[config.mk]
export PLATFORM = sky130hd
export DESIGN_NAME = sdram_fifo_ctrl_flat
export DESIGN_NICKNAME = d
export VERILOG_FILES = /design/src/rtl/sdram_pkg.sv /design/src/rtl/sdram_fifo_ctrl_if.sv /design/src/rtl/sdram_load_sync.sv /design/src/rtl/sdram_fifo_ctrl.sv /design/src/flat_wrapper.sv
export SDC_FILE = /design/constraint.sdc
export NUM_CORES = 1
export LEC_CHECK = 0
export ABC_AREA = 1
export BUFFER_PORTS_ARGS = -buffer_cell sky130_fd_sc_hd__buf_2
export CAP_MARGIN = 20
export CORE_ASPECT_RATIO = 1.5
export CORE_MARGIN = 5
export CORE_UTILIZATION = 63
export CTS_CLUSTER_DIAMETER = 200
export CTS_CLUSTER_SIZE = 14
export DETAILED_ROUTE_END_ITERATION = 12
export PLACE_DENSITY = 0.95
export SLEW_MARGIN = 25
export SYNTH_ARGS = -nofsm -noshare
export SYNTH_HDL_FRONTEND = slang
export SYNTH_SLANG_ARGS = --single-unit
[constraint.sdc]
create_clock -name clk -period 13.8 [get_ports clk]
set_clock_uncertainty 0.1 [all_clocks]
set_input_delay 1.38 -clock clk [delete_from_list [all_inputs] [get_ports clk]]
set_output_delay 1.38 -clock clk [all_outputs]
set_load 0.1 [all_outputs]
[src/rtl/sdram_pkg.sv]
// Shared constants and FSM encoding for the SDRAM FIFO scheduler.
// SDRAM word address = bank | row | col.
package sdram_pkg;

  localparam int unsigned BANK_W       = 2;
  localparam int unsigned ROW_W        = 13;
  localparam int unsigned COL_W        = 9;
  localparam int unsigned SDRAM_ADDR_W = BANK_W + ROW_W + COL_W;

  typedef enum logic [2:0] {
    ST_IDLE,
    ST_WR_REQ,
    ST_WR_BURST,
    ST_RD_REQ,
    ST_RD_BURST
  } state_t;

endpackage

[src/rtl/sdram_fifo_ctrl_if.sv]
// Request/acknowledge handshake between the FIFO scheduler (master)
// and the SDRAM controller (slave).
interface sdram_fifo_ctrl_if
  import sdram_pkg::*;
#(
  parameter int unsigned ADDR_W = SDRAM_ADDR_W
);

  logic              sdram_wr_req;
  logic              sdram_rd_req;
  logic [ADDR_W-1:0] sdram_addr;
  logic              sdram_wr_ack;
  logic              sdram_rd_ack;

  modport master (
    output sdram_wr_req, sdram_rd_req, sdram_addr,
    input  sdram_wr_ack, sdram_rd_ack
  );

  modport slave (
    input  sdram_wr_req, sdram_rd_req, sdram_addr,
    output sdram_wr_ack, sdram_rd_ack
  );

endinterface

[src/rtl/sdram_load_sync.sv]
// Two-flop synchroniser plus rising-edge detect for an asynchronous load level.
// The pulse is registered, so it appears three clocks after the level rises.
module sdram_load_sync (
  input  logic clk,
  input  logic rst_n,
  input  logic level,
  output logic pulse
);

  logic [2:0] sync;

  always_ff @(posedge clk or negedge rst_n) begin
    if (!rst_n) begin
      sync  <= '0;
      pulse <= 1'b0;
    end else begin
      sync  <= {sync[1:0], level};
      pulse <= sync[1] & ~sync[2];
    end
  end

endmodule

[src/rtl/sdram_fifo_ctrl.sv]
// Upstream scheduler for the SDRAM controller: issues write/read burst requests from
// FIFO fill levels and owns the wrapping write/read address pointers.
module sdram_fifo_ctrl
  import sdram_pkg::*;
#(
  parameter int unsigned ADDR_W      = SDRAM_ADDR_W,
  parameter int unsigned USED_W      = 11,
  parameter int unsigned RFIFO_DEPTH = 1024
) (
  input  logic              clk,
  input  logic              rst_n,
  input  logic              sdram_init_done,
  input  logic [ADDR_W-1:0] wr_min_addr,
  input  logic [ADDR_W-1:0] wr_max_addr,
  input  logic [ADDR_W-1:0] rd_min_addr,
  input  logic [ADDR_W-1:0] rd_max_addr,
  input  logic [9:0]        wr_burst_len,
  input  logic [9:0]        rd_burst_len,
  input  logic              wr_load,
  input  logic              rd_load,
  input  logic              read_valid,
  input  logic [USED_W-1:0] wfifo_used,
  input  logic [USED_W-1:0] rfifo_used,
  sdram_fifo_ctrl_if.master bus,
  output logic              wfifo_rd_en,
  output logic              rfifo_wr_en,
  output logic              wfifo_clr,
  output logic              rfifo_clr
);

  state_t            state, state_nxt;
  logic [ADDR_W-1:0] wr_addr, rd_addr;
  logic [9:0]        wr_len, rd_len;
  logic              wr_pend, rd_pend;
  logic              wr_ack_d, rd_ack_d;
  logic              wr_req_q, rd_req_q;
  logic              wr_ack_fall, rd_ack_fall;
  logic              wr_ok, rd_ok;
  logic [USED_W:0]   rd_sum;

  // Advance by one burst; wrap early so the following burst cannot cross hi.
  function automatic logic [ADDR_W-1:0] next_ptr(input logic [ADDR_W-1:0] addr,
                                                 input logic [ADDR_W-1:0] lo,
                                                 input logic [ADDR_W-1:0] hi,
                                                 input logic [9:0]        len);
    logic [ADDR_W:0] nxt;
    nxt = {1'b0, addr} + (ADDR_W+1)'(len);
    if (nxt + (ADDR_W+1)'(len) > {1'b0, hi}) return lo;
    return nxt[ADDR_W-1:0];
  endfunction

  sdram_load_sync u_wr_sync (.clk(clk), .rst_n(rst_n), .level(wr_load), .pulse(wfifo_clr));
  sdram_load_sync u_rd_sync (.clk(clk), .rst_n(rst_n), .level(rd_load), .pulse(rfifo_clr));

  assign wr_ack_fall = wr_ack_d & ~bus.sdram_wr_ack;
  assign rd_ack_fall = rd_ack_d & ~bus.sdram_rd_ack;
  assign wr_ok       = (USED_W+1)'(wfifo_used) >= (USED_W+1)'(wr_burst_len);
  assign rd_sum      = (USED_W+1)'(rfifo_used) + (USED_W+1)'(rd_burst_len);
  assign rd_ok       = read_valid && (rd_sum <= (USED_W+1)'(RFIFO_DEPTH));

  always_comb begin
    state_nxt = state;
    unique case (state)
      ST_IDLE: begin
        if (sdram_init_done) begin
          if (wr_ok)      state_nxt = ST_WR_REQ;
          else if (rd_ok) state_nxt = ST_RD_REQ;
        end
      end
      ST_WR_REQ:   if (bus.sdram_wr_ack) state_nxt = ST_WR_BURST;
      ST_WR_BURST: if (wr_ack_fall)      state_nxt = ST_IDLE;
      ST_RD_REQ:   if (bus.sdram_rd_ack) state_nxt = ST_RD_BURST;
      ST_RD_BURST: if (rd_ack_fall)      state_nxt = ST_IDLE;
      default:                           state_nxt = ST_IDLE;
    endcase
  end

  always_ff @(posedge clk or negedge rst_n) begin
    if (!rst_n) begin
      state    <= ST_IDLE;
      wr_req_q <= 1'b0;
      rd_req_q <= 1'b0;
      wr_ack_d <= 1'b0;
      rd_ack_d <= 1'b0;
      wr_len   <= '0;
      rd_len   <= '0;
    end else begin
      state    <= state_nxt;
      wr_req_q <= (state_nxt == ST_WR_REQ);
      rd_req_q <= (state_nxt == ST_RD_REQ);
      wr_ack_d <= bus.sdram_wr_ack;
      rd_ack_d <= bus.sdram_rd_ack;
      if (state == ST_IDLE && state_nxt == ST_WR_REQ) wr_len <= wr_burst_len;
      if (state == ST_IDLE && state_nxt == ST_RD_REQ) rd_len <= rd_burst_len;
    end
  end

  // Loads only take effect in IDLE; an edge seen elsewhere is parked in *_pend.
  always_ff @(posedge clk or negedge rst_n) begin
    if (!rst_n) begin
      wr_addr <= '0;
      rd_addr <= '0;
      wr_pend <= 1'b0;
      rd_pend <= 1'b0;
    end else begin
      if (state == ST_WR_BURST && wr_ack_fall)
        wr_addr <= next_ptr(wr_addr, wr_min_addr, wr_max_addr, wr_len);
      else if (state == ST_IDLE && (wr_pend || wfifo_clr))
        wr_addr <= wr_min_addr;

      if (state == ST_RD_BURST && rd_ack_fall)
        rd_addr <= next_ptr(rd_addr, rd_min_addr, rd_max_addr, rd_len);
      else if (state == ST_IDLE && (rd_pend || rfifo_clr))
        rd_addr <= rd_min_addr;

      if (state == ST_IDLE) wr_pend <= 1'b0;
      else if (wfifo_clr)   wr_pend <= 1'b1;

      if (state == ST_IDLE) rd_pend <= 1'b0;
      else if (rfifo_clr)   rd_pend <= 1'b1;
    end
  end

  assign bus.sdram_wr_req = wr_req_q;
  assign bus.sdram_rd_req = rd_req_q;
  assign bus.sdram_addr   = (state == ST_WR_REQ || state == ST_WR_BURST) ? wr_addr : rd_addr;
  assign wfifo_rd_en      = bus.sdram_wr_ack;
  assign rfifo_wr_en      = bus.sdram_rd_ack;

endmodule

[src/flat_wrapper.sv]
// flat-port wrapper written by rule: the top's interface ports become plain ports
module sdram_fifo_ctrl_flat import sdram_pkg::*;
#(
  parameter int unsigned ADDR_W      = SDRAM_ADDR_W,
  parameter int unsigned USED_W      = 11,
  parameter int unsigned RFIFO_DEPTH = 1024
)
  (clk, rst_n, sdram_init_done, wr_min_addr, wr_max_addr, rd_min_addr, rd_max_addr, wr_burst_len, rd_burst_len, wr_load, rd_load, read_valid, wfifo_used, rfifo_used, wfifo_rd_en, rfifo_wr_en, wfifo_clr, rfifo_clr, bus_sdram_wr_req, bus_sdram_rd_req, bus_sdram_addr, bus_sdram_wr_ack, bus_sdram_rd_ack);
  sdram_fifo_ctrl_if #(.ADDR_W(ADDR_W)) bus_i ();
  input  logic clk;
  input  logic rst_n;
  input  logic sdram_init_done;
  input  logic [ADDR_W-1:0] wr_min_addr;
  input  logic [ADDR_W-1:0] wr_max_addr;
  input  logic [ADDR_W-1:0] rd_min_addr;
  input  logic [ADDR_W-1:0] rd_max_addr;
  input  logic [9:0] wr_burst_len;
  input  logic [9:0] rd_burst_len;
  input  logic wr_load;
  input  logic rd_load;
  input  logic read_valid;
  input  logic [USED_W-1:0] wfifo_used;
  input  logic [USED_W-1:0] rfifo_used;
  output logic wfifo_rd_en;
  output logic rfifo_wr_en;
  output logic wfifo_clr;
  output logic rfifo_clr;
  output wire logic [$bits(bus_i.sdram_wr_req)-1:0] bus_sdram_wr_req;
  output wire logic [$bits(bus_i.sdram_rd_req)-1:0] bus_sdram_rd_req;
  output wire logic [$bits(bus_i.sdram_addr)-1:0] bus_sdram_addr;
  input wire logic [$bits(bus_i.sdram_wr_ack)-1:0] bus_sdram_wr_ack;
  input wire logic [$bits(bus_i.sdram_rd_ack)-1:0] bus_sdram_rd_ack;
  assign bus_sdram_wr_req = bus_i.sdram_wr_req;
  assign bus_sdram_rd_req = bus_i.sdram_rd_req;
  assign bus_sdram_addr = bus_i.sdram_addr;
  assign bus_i.sdram_wr_ack = bus_sdram_wr_ack;
  assign bus_i.sdram_rd_ack = bus_sdram_rd_ack;
  sdram_fifo_ctrl #(.ADDR_W(ADDR_W), .USED_W(USED_W), .RFIFO_DEPTH(RFIFO_DEPTH)) u_core (.clk(clk), .rst_n(rst_n), .sdram_init_done(sdram_init_done), .wr_min_addr(wr_min_addr), .wr_max_addr(wr_max_addr), .rd_min_addr(rd_min_addr), .rd_max_addr(rd_max_addr), .wr_burst_len(wr_burst_len), .rd_burst_len(rd_burst_len), .wr_load(wr_load), .rd_load(rd_load), .read_valid(read_valid), .wfifo_used(wfifo_used), .rfifo_used(rfifo_used), .bus(bus_i), .wfifo_rd_en(wfifo_rd_en), .rfifo_wr_en(rfifo_wr_en), .wfifo_clr(wfifo_clr), .rfifo_clr(rfifo_clr));
endmodule
# == After elaboration in Yosys (flattened, before gate mapping) ==
# Index checks and enable logic that the tools add are counted.
# classes
order_cmp,4
n_reduce_logical,15
addsub,5
bitwise_logic,8
n_mux,25
n_eq_ne,6
# ops
op,count
$mux W24,9
$add A24 B10 Y25,2
$add A25 B10 Y25,2
$gt A25 B24 Y1,2
$mux W3,7
$pmux W3 S5,1
$add A11 B10 Y12,1
$le A12 B11 Y1 const B,1
$ge A11 B10 Y1,1
$eq A3 B2 Y1 const B,3
$mux W1,8
$reduce_bool A2 Y1,4
$logic_and A1 B1 Y1,7
$eq A3 B1 Y1 const B,2
$and A1 B1 Y1,4
$not A1 Y1,4
$eq A3 B3 Y1 const B,1
$logic_not A3 Y1,1
$logic_or A1 B1 Y1,3
# totals
out_inout_bits,30
elab_cells,78
in_bits,146
regBits,85

# == Depth between registers and ports, before layout ==
# Gate-level depths: netlist of the first run.
# logic_depth
word_depth,9
mapped_depth,37
depth_no_buf,36

# == Cells and area by module ==
# A second synthesis of the first run with hierarchy kept.
# unflattened
cells_unflattened,1630
hier_area_um2,10517.6
# modules_own_cells
module,n_inst,seq_area_each_um2,area_each_um2,cells_per_inst
sdram_fifo_ctrl,1,1926.8,10297.4,1618
sdram_load_sync,2,100.1,110.1,6

# == Worst setup path before layout of the first run ==
# OpenSTA, ideal clock, no wires.
# synth_path
path_type,reg-to-reg
start,reg u_core.wr_len[2]
end,reg u_core.wr_addr[0]
setup_time_ps,118
t_arrival_ps,4962
stages_incl_launch_ff,35
path_buffers,1
t_required_ps,13582
period_less_slack_ps,5180
path_slack_ps,8620
path_cell_list,dfrtp_1 > ha_1 > a21oi_1 > nand2_1 > nand2_1 > nand2_1 > a211oi_1 > a21oi_1 > xor2_1 > inv_1 > ha_1 > nand2_1 > nor2_1 > nand2_1 > o211ai_1 > nand3_1 > nor2_2 > nand2_1 > nor2_1 > nand3_1 > xor2_1 > ha_1 > nand2_1 > nor2_1 > a211oi_1 > nand3_1 > nand2_1 > nand2_1 > nand2_1 > nand2_1 > a21oi_1 > clkbuf_1 > nand4_1 > nand3_1 > nand2_1
# synth_via
elab_chain_cells,7
# synth_rtl
item,line_no,text
start: declaration,sdram_fifo_ctrl.sv:33,"logic [9:0] wr_len, rd_len;"
start signal: assignment,sdram_fifo_ctrl.sv:93,if (state == ST_IDLE && state_nxt == ST_WR_REQ) wr_len <= wr_burst_len;
$add A24 B10 Y25,sdram_fifo_ctrl.sv:47,"nxt = {1'b0, addr} + (ADDR_W+1)'(len);"
$add A25 B10 Y25 *,sdram_fifo_ctrl.sv:48,"if (nxt + (ADDR_W+1)'(len) > {1'b0, hi}) return lo;"
$gt A25 B24 Y1 *,sdram_fifo_ctrl.sv:48,
$mux W1 *,sdram_fifo_ctrl.sv:48,
$mux W1 *,sdram_fifo_ctrl.sv:106,if (state == ST_WR_BURST && wr_ack_fall)
$mux W24 *,sdram_fifo_ctrl.sv:49,return nxt[ADDR_W-1:0];
$mux W24 *,sdram_fifo_ctrl.sv:106,
end signal: assignment,sdram_fifo_ctrl.sv:107,"wr_addr <= next_ptr(wr_addr, wr_min_addr, wr_max_addr, wr_len);"
end signal: assignment,sdram_fifo_ctrl.sv:109,wr_addr <= wr_min_addr;
end: declaration,sdram_fifo_ctrl.sv:32,"logic [ADDR_W-1:0] wr_addr, rd_addr;"
# Every way passes the cells marked *; elsewhere a longest branch is shown, timed or not. The select of a mux whose other input is x is not followed.
# A chain may end at the register's enable or synchronous reset.

# == Worst setup path in the final report of the first run ==
# layout_path
start,reg u_core.wr_len[2]
end,reg u_core.wr_addr[4]
# layout_via
elab_chain_cells,7
# layout_rtl
item,line_no
$add A24 B10 Y25,sdram_fifo_ctrl.sv:47
$add A25 B10 Y25,sdram_fifo_ctrl.sv:48
$gt A25 B24 Y1,sdram_fifo_ctrl.sv:48
$mux W1,sdram_fifo_ctrl.sv:48
$mux W1,sdram_fifo_ctrl.sv:106
$mux W24 *,sdram_fifo_ctrl.sv:49
$mux W24 *,sdram_fifo_ctrl.sv:106
# Marks and branches as above.

==> results.json, run 1 <==
{
  "synth.distinct_cells": 47,
  "hpwl_mm": 23.8,
  "rows": 56,
  "clock_latency_ns": 0.35,
  "slew_violations": 0,
  "crit_path_max_incr_delay_ns": 0.41,
  "synth_seq_area_share": 0.211,
  "via_per_inst": 5.59,
  "synth-main-ff-cell": "dfrtp_1",
  "yosysTopAreaCellShare": 0.211,
  "worst_setup_path_start_kind": "register",
  "yosys-top-cells-area": "dfrtp_1 (21%), nand2_1 (19%), ha_1 (14%), inv_1 (10%), nand3_1 (6.6%)",
  "synthSimpleGateAreaFrac": 0.384,
  "core_mm2": 0.0157,
  "route.detailed.wl_per_inst_um": 15.1,
  "overflow": 0,
  "setup_ws_ns": 7.79,
  "cts_buffer_depth": 2,
  "worst_ep_required_time_ns": 13.99,
  "period_share": 0.436,
  "outcome": "finished, final reports clean",
  "drc": 0,
  "syn_area_per_cell_um2": 6.36,
  "crit_top_cell": "nand2_1",
  "endpoint_kind": "register",
  "ys_async_sr_fraction": 1.00,
  "synth_xor_area_frac": 0.0563,
  "critPathKind": "register to register",
  "start_util": 0.643,
  "area_growth_pct": 12.9,
  "synthAdderAreaFrac": 0.146,
  "clock.fmax_mhz": 166,
  "synthMuxAreaShare": 0.0100,
  "synth-compound-area-share": 0.0701,
  "hold_viol": 0,
  "cts_setup_buffers": 0,
  "critical_path.max_fanout": 25,
  "via_count": 10929,
  "synth_seq_cells": 85,
  "antenna_found_initial": 2,
  "syn_area_mm2": 0.0101,
  "tightest_slew_ns": 0.932,
  "cap_viol_max_count": 0,
  "dr.pass1.iters": 6,
  "hold_depth": 0,
  "place_congestion": 0.993,
  "cts_max_level": 3,
  "layout.nets": 2006,
  "synth-edff-count": 0,
  "syn_inst": 1586,
  "wl_mm": 29.6,
  "fp.dieW_um": 113,
  "cts_buffers": 9,
  "die_area_mm2": 0.0187,
  "cts_resized": 0,
  "grt_pass1_vias": 10795,
  "reg2reg_depth": 33,
  "stdcell_area_mm2": 0.0114,
  "grt_setup_unrepaired": "no",
  "ios": 176,
  "max_slew_margin": 0.377,
  "grtUsageTotal": 0.314,
  "cts_sinks": 85,
  "ctsHoldBuffers": 0,
  "setup_viol": 0,
  "fin_tns_setup_ns": 0,
  "syn-num-nets": 1847,
  "drt_iter0_drc": 695,
  "dpl_cell_area_mm2": 0.0111,
  "fin_crit_ns": 6.01,
  "portBuffers": 175,
  "ys_warn_count": 0,
  "fill_cells": 1350,
  "path_clk_slew_ns": 0.08,
  "pre_cts_slack_ns": 7.75,
  "cp_slowest_cell": "dfrtp_1",
  "drive_gt1_frac": 0.147,
  "cts_tree": "built",
  "synth_top_family_by_area": "simple AND/OR/NAND/NOR gates",
  "ant_nets": 0,
  "hold_slack_ns": 0.250,
  "grt_pass1_wl_mm": 48.0,
  "synth_area_leader_cell": "dfrtp_1",
  "grt_max_degree": 62,
  "clockRootBuffer": "clkbuf_16",
  "hold_path_class": "register to register",
  "critical_path_arrival_ns": 6.21,
  "die_h_um": 165
}
## layout make-up
cell class                 instances  area (um2)  share of cell area
tap                              203         254              0.0223
clock inverter                     7        73.8             0.00648
sequential                        85        2130               0.187
multi-input combinational       1189        6740               0.592
timing repair buffer             179         908              0.0797
antenna                            2        5.00            0.000439
clock buffer                       9         225              0.0198
inverter                         281        1050              0.0926
## cells in the mapped netlist, types with 15 or more instances
cell,number
a21oi_1,50
clkbuf_1,19
dfrtp_1,85
ha_1,110
inv_1,275
nand2_1,515
nand2_2,16
nand3_1,133
nand4_1,63
nor2_1,92
nor3_1,18
o211ai_1,15
o21ai_0,32
xnor2_1,23
xor2_1,40
## placed cells by master, fill, tap and decap left out, types with 5 or more instances in the layout
master / instances
nand3b_1: 6
nor4_1: 5
xnor2_1: 23
a21o_1: 5
xor2_1: 40
mux2_2: 9
nor3_1: 18
nor2_2: 12
nor2_1: 92
nand2_2: 17
dfrtp_1: 85
nand4_1: 63
inv_2: 5
clkbuf_16: 9
inv_1: 275
nand3_2: 10
a21oi_1: 50
o211ai_1: 15
o21ai_0: 32
nand3_1: 133
buf_4: 5
fa_1: 5
ha_1: 110
nand2_1: 514
buf_2: 174
## through the flow
step,util,instances
2_1_floorplan,-,1586
3_3_place_gp,0.706,1937
3_5_place_dp,0.706,1937
4_1_cts,0.725,1953
5_1_grt,0.726,1955
6_report,0.726,1955
## worst max-delay path, delay by kind of cell (launching register included)
family | cells | cell delay, ns
compound gates | 6 | 1.15
fa+ha+maj | 3 | 1.04
xor+xnor | 2 | 0.43
flops | 1 | 0.41
buf+inv | 2 | 0.40
simple gates | 20 | 2.40
## logic make-up (layout without fill, tap and decap cells)
kind of cell             after synthesis  in the layout
AND/OR/NAND/NOR                      880            880
flip-flops                            85             85
other                                  0              2
multiplexers                           9              9
buffers and inverters                312            476
adder cells (fa/ha/maj)              115            115
AO/OA/AOI/OAI                        121            121
XOR/XNOR                              64             64
## flip-flops by register name (all words and copies together) (netlist names)
name and cells:
u_core.rd_addr 24, u_core.bus.sdram_rd_req 1, u_core.wr_ack_d 1, u_core.state 3, u_core.wr_addr 24, u_core.wr_len 10, u_core.u_wr_sync.pulse 1, u_core.u_rd_sync.pulse 1
u_core.wr_pend 1, u_core.u_rd_sync.sync 3, u_core.rd_len 10, u_core.bus.sdram_wr_req 1, u_core.rd_pend 1, u_core.u_wr_sync.sync 3, u_core.rd_ack_d 1
## per-layer routing
metal	up-vias	GRT usage	wire, um
met5	-	0	0
met4	0	0.197	1860
met3	122	0.0323	1870
met2	483	0.575	14900
met1	4934	0.344	11000
li1	5390	-	-
## final timing paths
path / start / to / slack, ns
max: u_core.wr_len[2] / u_core.wr_addr[4] / 7.79
min: u_core.u_wr_sync.sync[0] / u_core.u_wr_sync.sync[1] / 0.25
max reg2reg: u_core.wr_len[2] / u_core.wr_addr[4] / 7.79
min reg2reg: u_core.u_wr_sync.sync[0] / u_core.u_wr_sync.sync[1] / 0.25
max in group asynchronous: rst_n / u_core.bus.sdram_wr_req / 11.63
min in group asynchronous: rst_n / u_core.wr_addr[16] / 0.83
Power of run 1 is left out: the tool's default activity adds up to more than one toggle a clock period on the data nets, which glitch-free logic cannot reach.
==> run 2, diff against run 1 <==
--- a/config.mk
+++ b/config.mk
@@ -10,11 +10,11 @@
 export CAP_MARGIN = 20
 export CORE_ASPECT_RATIO = 1.5
 export CORE_MARGIN = 5
-export CORE_UTILIZATION = 63
+export CORE_UTILIZATION = 53
 export CTS_CLUSTER_DIAMETER = 200
 export CTS_CLUSTER_SIZE = 14
 export DETAILED_ROUTE_END_ITERATION = 12
-export PLACE_DENSITY = 0.95
+export PLACE_DENSITY = 0.86
 export SLEW_MARGIN = 25
 export SYNTH_ARGS = -nofsm -noshare
 export SYNTH_HDL_FRONTEND = slang
==> constraint.sdc (replaced) <==
create_clock -name clk -period 5 [get_ports clk]
set_clock_uncertainty 0.1 [all_clocks]
set_input_delay 0.5 -clock clk [delete_from_list [all_inputs] [get_ports clk]]
set_output_delay 0.5 -clock clk [all_outputs]
set_load 0.1 [all_outputs]
==> run 2 against run 1 <==
  * The run now ends with negative setup slack left
  * Non-clock buffer count grew 130
  * Hold slack worse by 0.10 ns
  * Critical endpoint is now u_core.wr_addr[8]
  * Routed wire length increased by 19%
  * Via count up 7.8%
  * First-iteration DRC count up 22%
  * Highest routed layer unchanged
  * Final cell count rose by 9.3%
==> results.json, run 2 (synthesis results as in run 1) <==
{
  "outcome": "finished, violations left",
  "violations": "negative setup slack",
  "die_area_mm2": 0.0220,
  "drc": 0,
  "via_count": 11778,
  "cts_buffers": 9,
  "hpwl_mm": 25.0,
  "tightest_slew_ns": 1.40,
  "cp_slowest_cell": "dfrtp_1",
  "cts_sinks": 85,
  "endpoint_kind": "register",
  "hold_viol": 0,
  "fin_crit_ns": 5.14,
  "path_clk_slew_ns": 0.08,
  "portBuffers": 175,
  "max_slew_margin": 0.0617,
  "ant_nets": 0,
  "period_share": 1.03,
  "antenna_found_initial": 2,
  "clockRootBuffer": "clkbuf_16",
  "grt_max_degree": 58,
  "area_growth_pct": 33.2,
  "route.detailed.wl_per_inst_um": 16.4,
  "fill_cells": 1464,
  "hold_slack_ns": 0.149,
  "crit_top_cell": "nand2_1",
  "core_mm2": 0.0186,
  "reg.largest.list": "u_core.rd_addr x24, u_core.wr_addr x24",
  "worst_setup_path_start_kind": "register",
  "layout.nets": 2139,
  "setup_ws_ns": -0.141,
  "clock.fmax_mhz": 195,
  "cts_buffer_depth": 2,
  "final_cell_mix": "nand2_1 (481), inv_1 (271), buf_2 (174)",
  "slew_violations": 0,
  "wl_mm": 35.1,
  "worst_ep_required_time_ns": 5.13,
  "clock_latency_ns": 0.36,
  "place_congestion": 0.963,
  "grt_setup_unrepaired": "yes",
  "drive_gt1_frac": 0.278,
  "place_inst": 2072,
  "setup_viol": 26,
  "cts_tree": "built",
  "critical_path_arrival_ns": 5.27,
  "via_per_inst": 5.51,
  "rows": 61,
  "critPathKind": "register to register",
  "fp.dieW_um": 123,
  "overflow": 0,
  "final_common_cell": "nand2_1",
  "hold_path_class": "input port to register",
  "layoutNonFillerInstCount": 2137,
  "grt_pass1_wl_mm": 50.9,
  "critical_path.max_fanout": 8,
  "grtUsageTotal": 0.289,
  "dr.pass1.iters": 8,
  "crit_path_max_incr_delay_ns": 0.38,
  "ios": 176,
  "grt_pass1_vias": 11195,
  "die_h_um": 179,
  "start_util": 0.542,
  "drt_iter0_drc": 846,
  "cts_max_level": 3,
  "cap_viol_max_count": 0
}
run 2: routing by layer:
metal | wire length, um | GRT usage | up-vias
met5 | 0 | 0 | -
met4 | 2690 | 0.176 | 0
met3 | 2410 | 0.0297 | 196
met2 | 18100 | 0.540 | 592
met1 | 12000 | 0.307 | 5347
li1 | - | - | 5643
run 2: final cells by class:
class	instances	area, um2	area share
well taps	252	315	0.0235
diodes	2	5.00	0.000372
multi-input cells	1192	7580	0.564
inverters	281	1050	0.0785
clock inverters	7	61.3	0.00456
repair buffers	309	2060	0.154
flip-flops and latches	85	2130	0.159
clock buffers	9	225	0.0168
run 2: worst paths after layout:
kind	start	end	slack, ns	depth (start not counted)
max in group asynchronous	rst_n	u_core.rd_len[6]	3.15	3
max reg2reg	u_core.wr_addr[0]	u_core.wr_addr[8]	-0.14	35
min reg2reg	u_core.u_rd_sync.sync[0]	u_core.u_rd_sync.sync[1]	0.24	0
max	u_core.wr_addr[0]	u_core.wr_addr[8]	-0.14	35
min	wr_load	u_core.u_wr_sync.sync[0]	0.15	1
min in group asynchronous	rst_n	u_core.wr_addr[18]	0.52	2
run 2: critical path: cells and delay by family (launching register included):
kind            cells  cell delay, ns
buf+inv             6            0.75
flops               1            0.38
fa+ha+maj           4            1.07
simple gates       20            1.75
compound gates      3            0.60
xor+xnor            2            0.36
run 2: through the flow:
stage	setup TNS [ns]	util	instance area (um2)	worst slack (ns)
6_report	-1.99	0.722	13400	-0.141
3_3_place_gp	-1.87	0.634	11800	-0.0898
4_1_cts	-0.612	0.665	12400	-0.0503
3_5_place_dp	-6.96	0.634	11800	-0.332
5_1_grt	-18.46	0.721	13400	-0.523
2_1_floorplan	-1.23	-	10100	-0.0613
run 2: timing repair:
| action | CTS | global route |
|---|---|---|
| resized for setup | 33 | 149 |
| pin swaps | 19 | 82 |
| setup endpoints to repair | 48 | 48 |
| hold buffers | 1 | 0 |
| buffers inserted | 12 | 25 |
| hold endpoints to repair | 28 | 0 |
| cloned | 3 | 6 |
Power of run 2 is left out for the same reason.
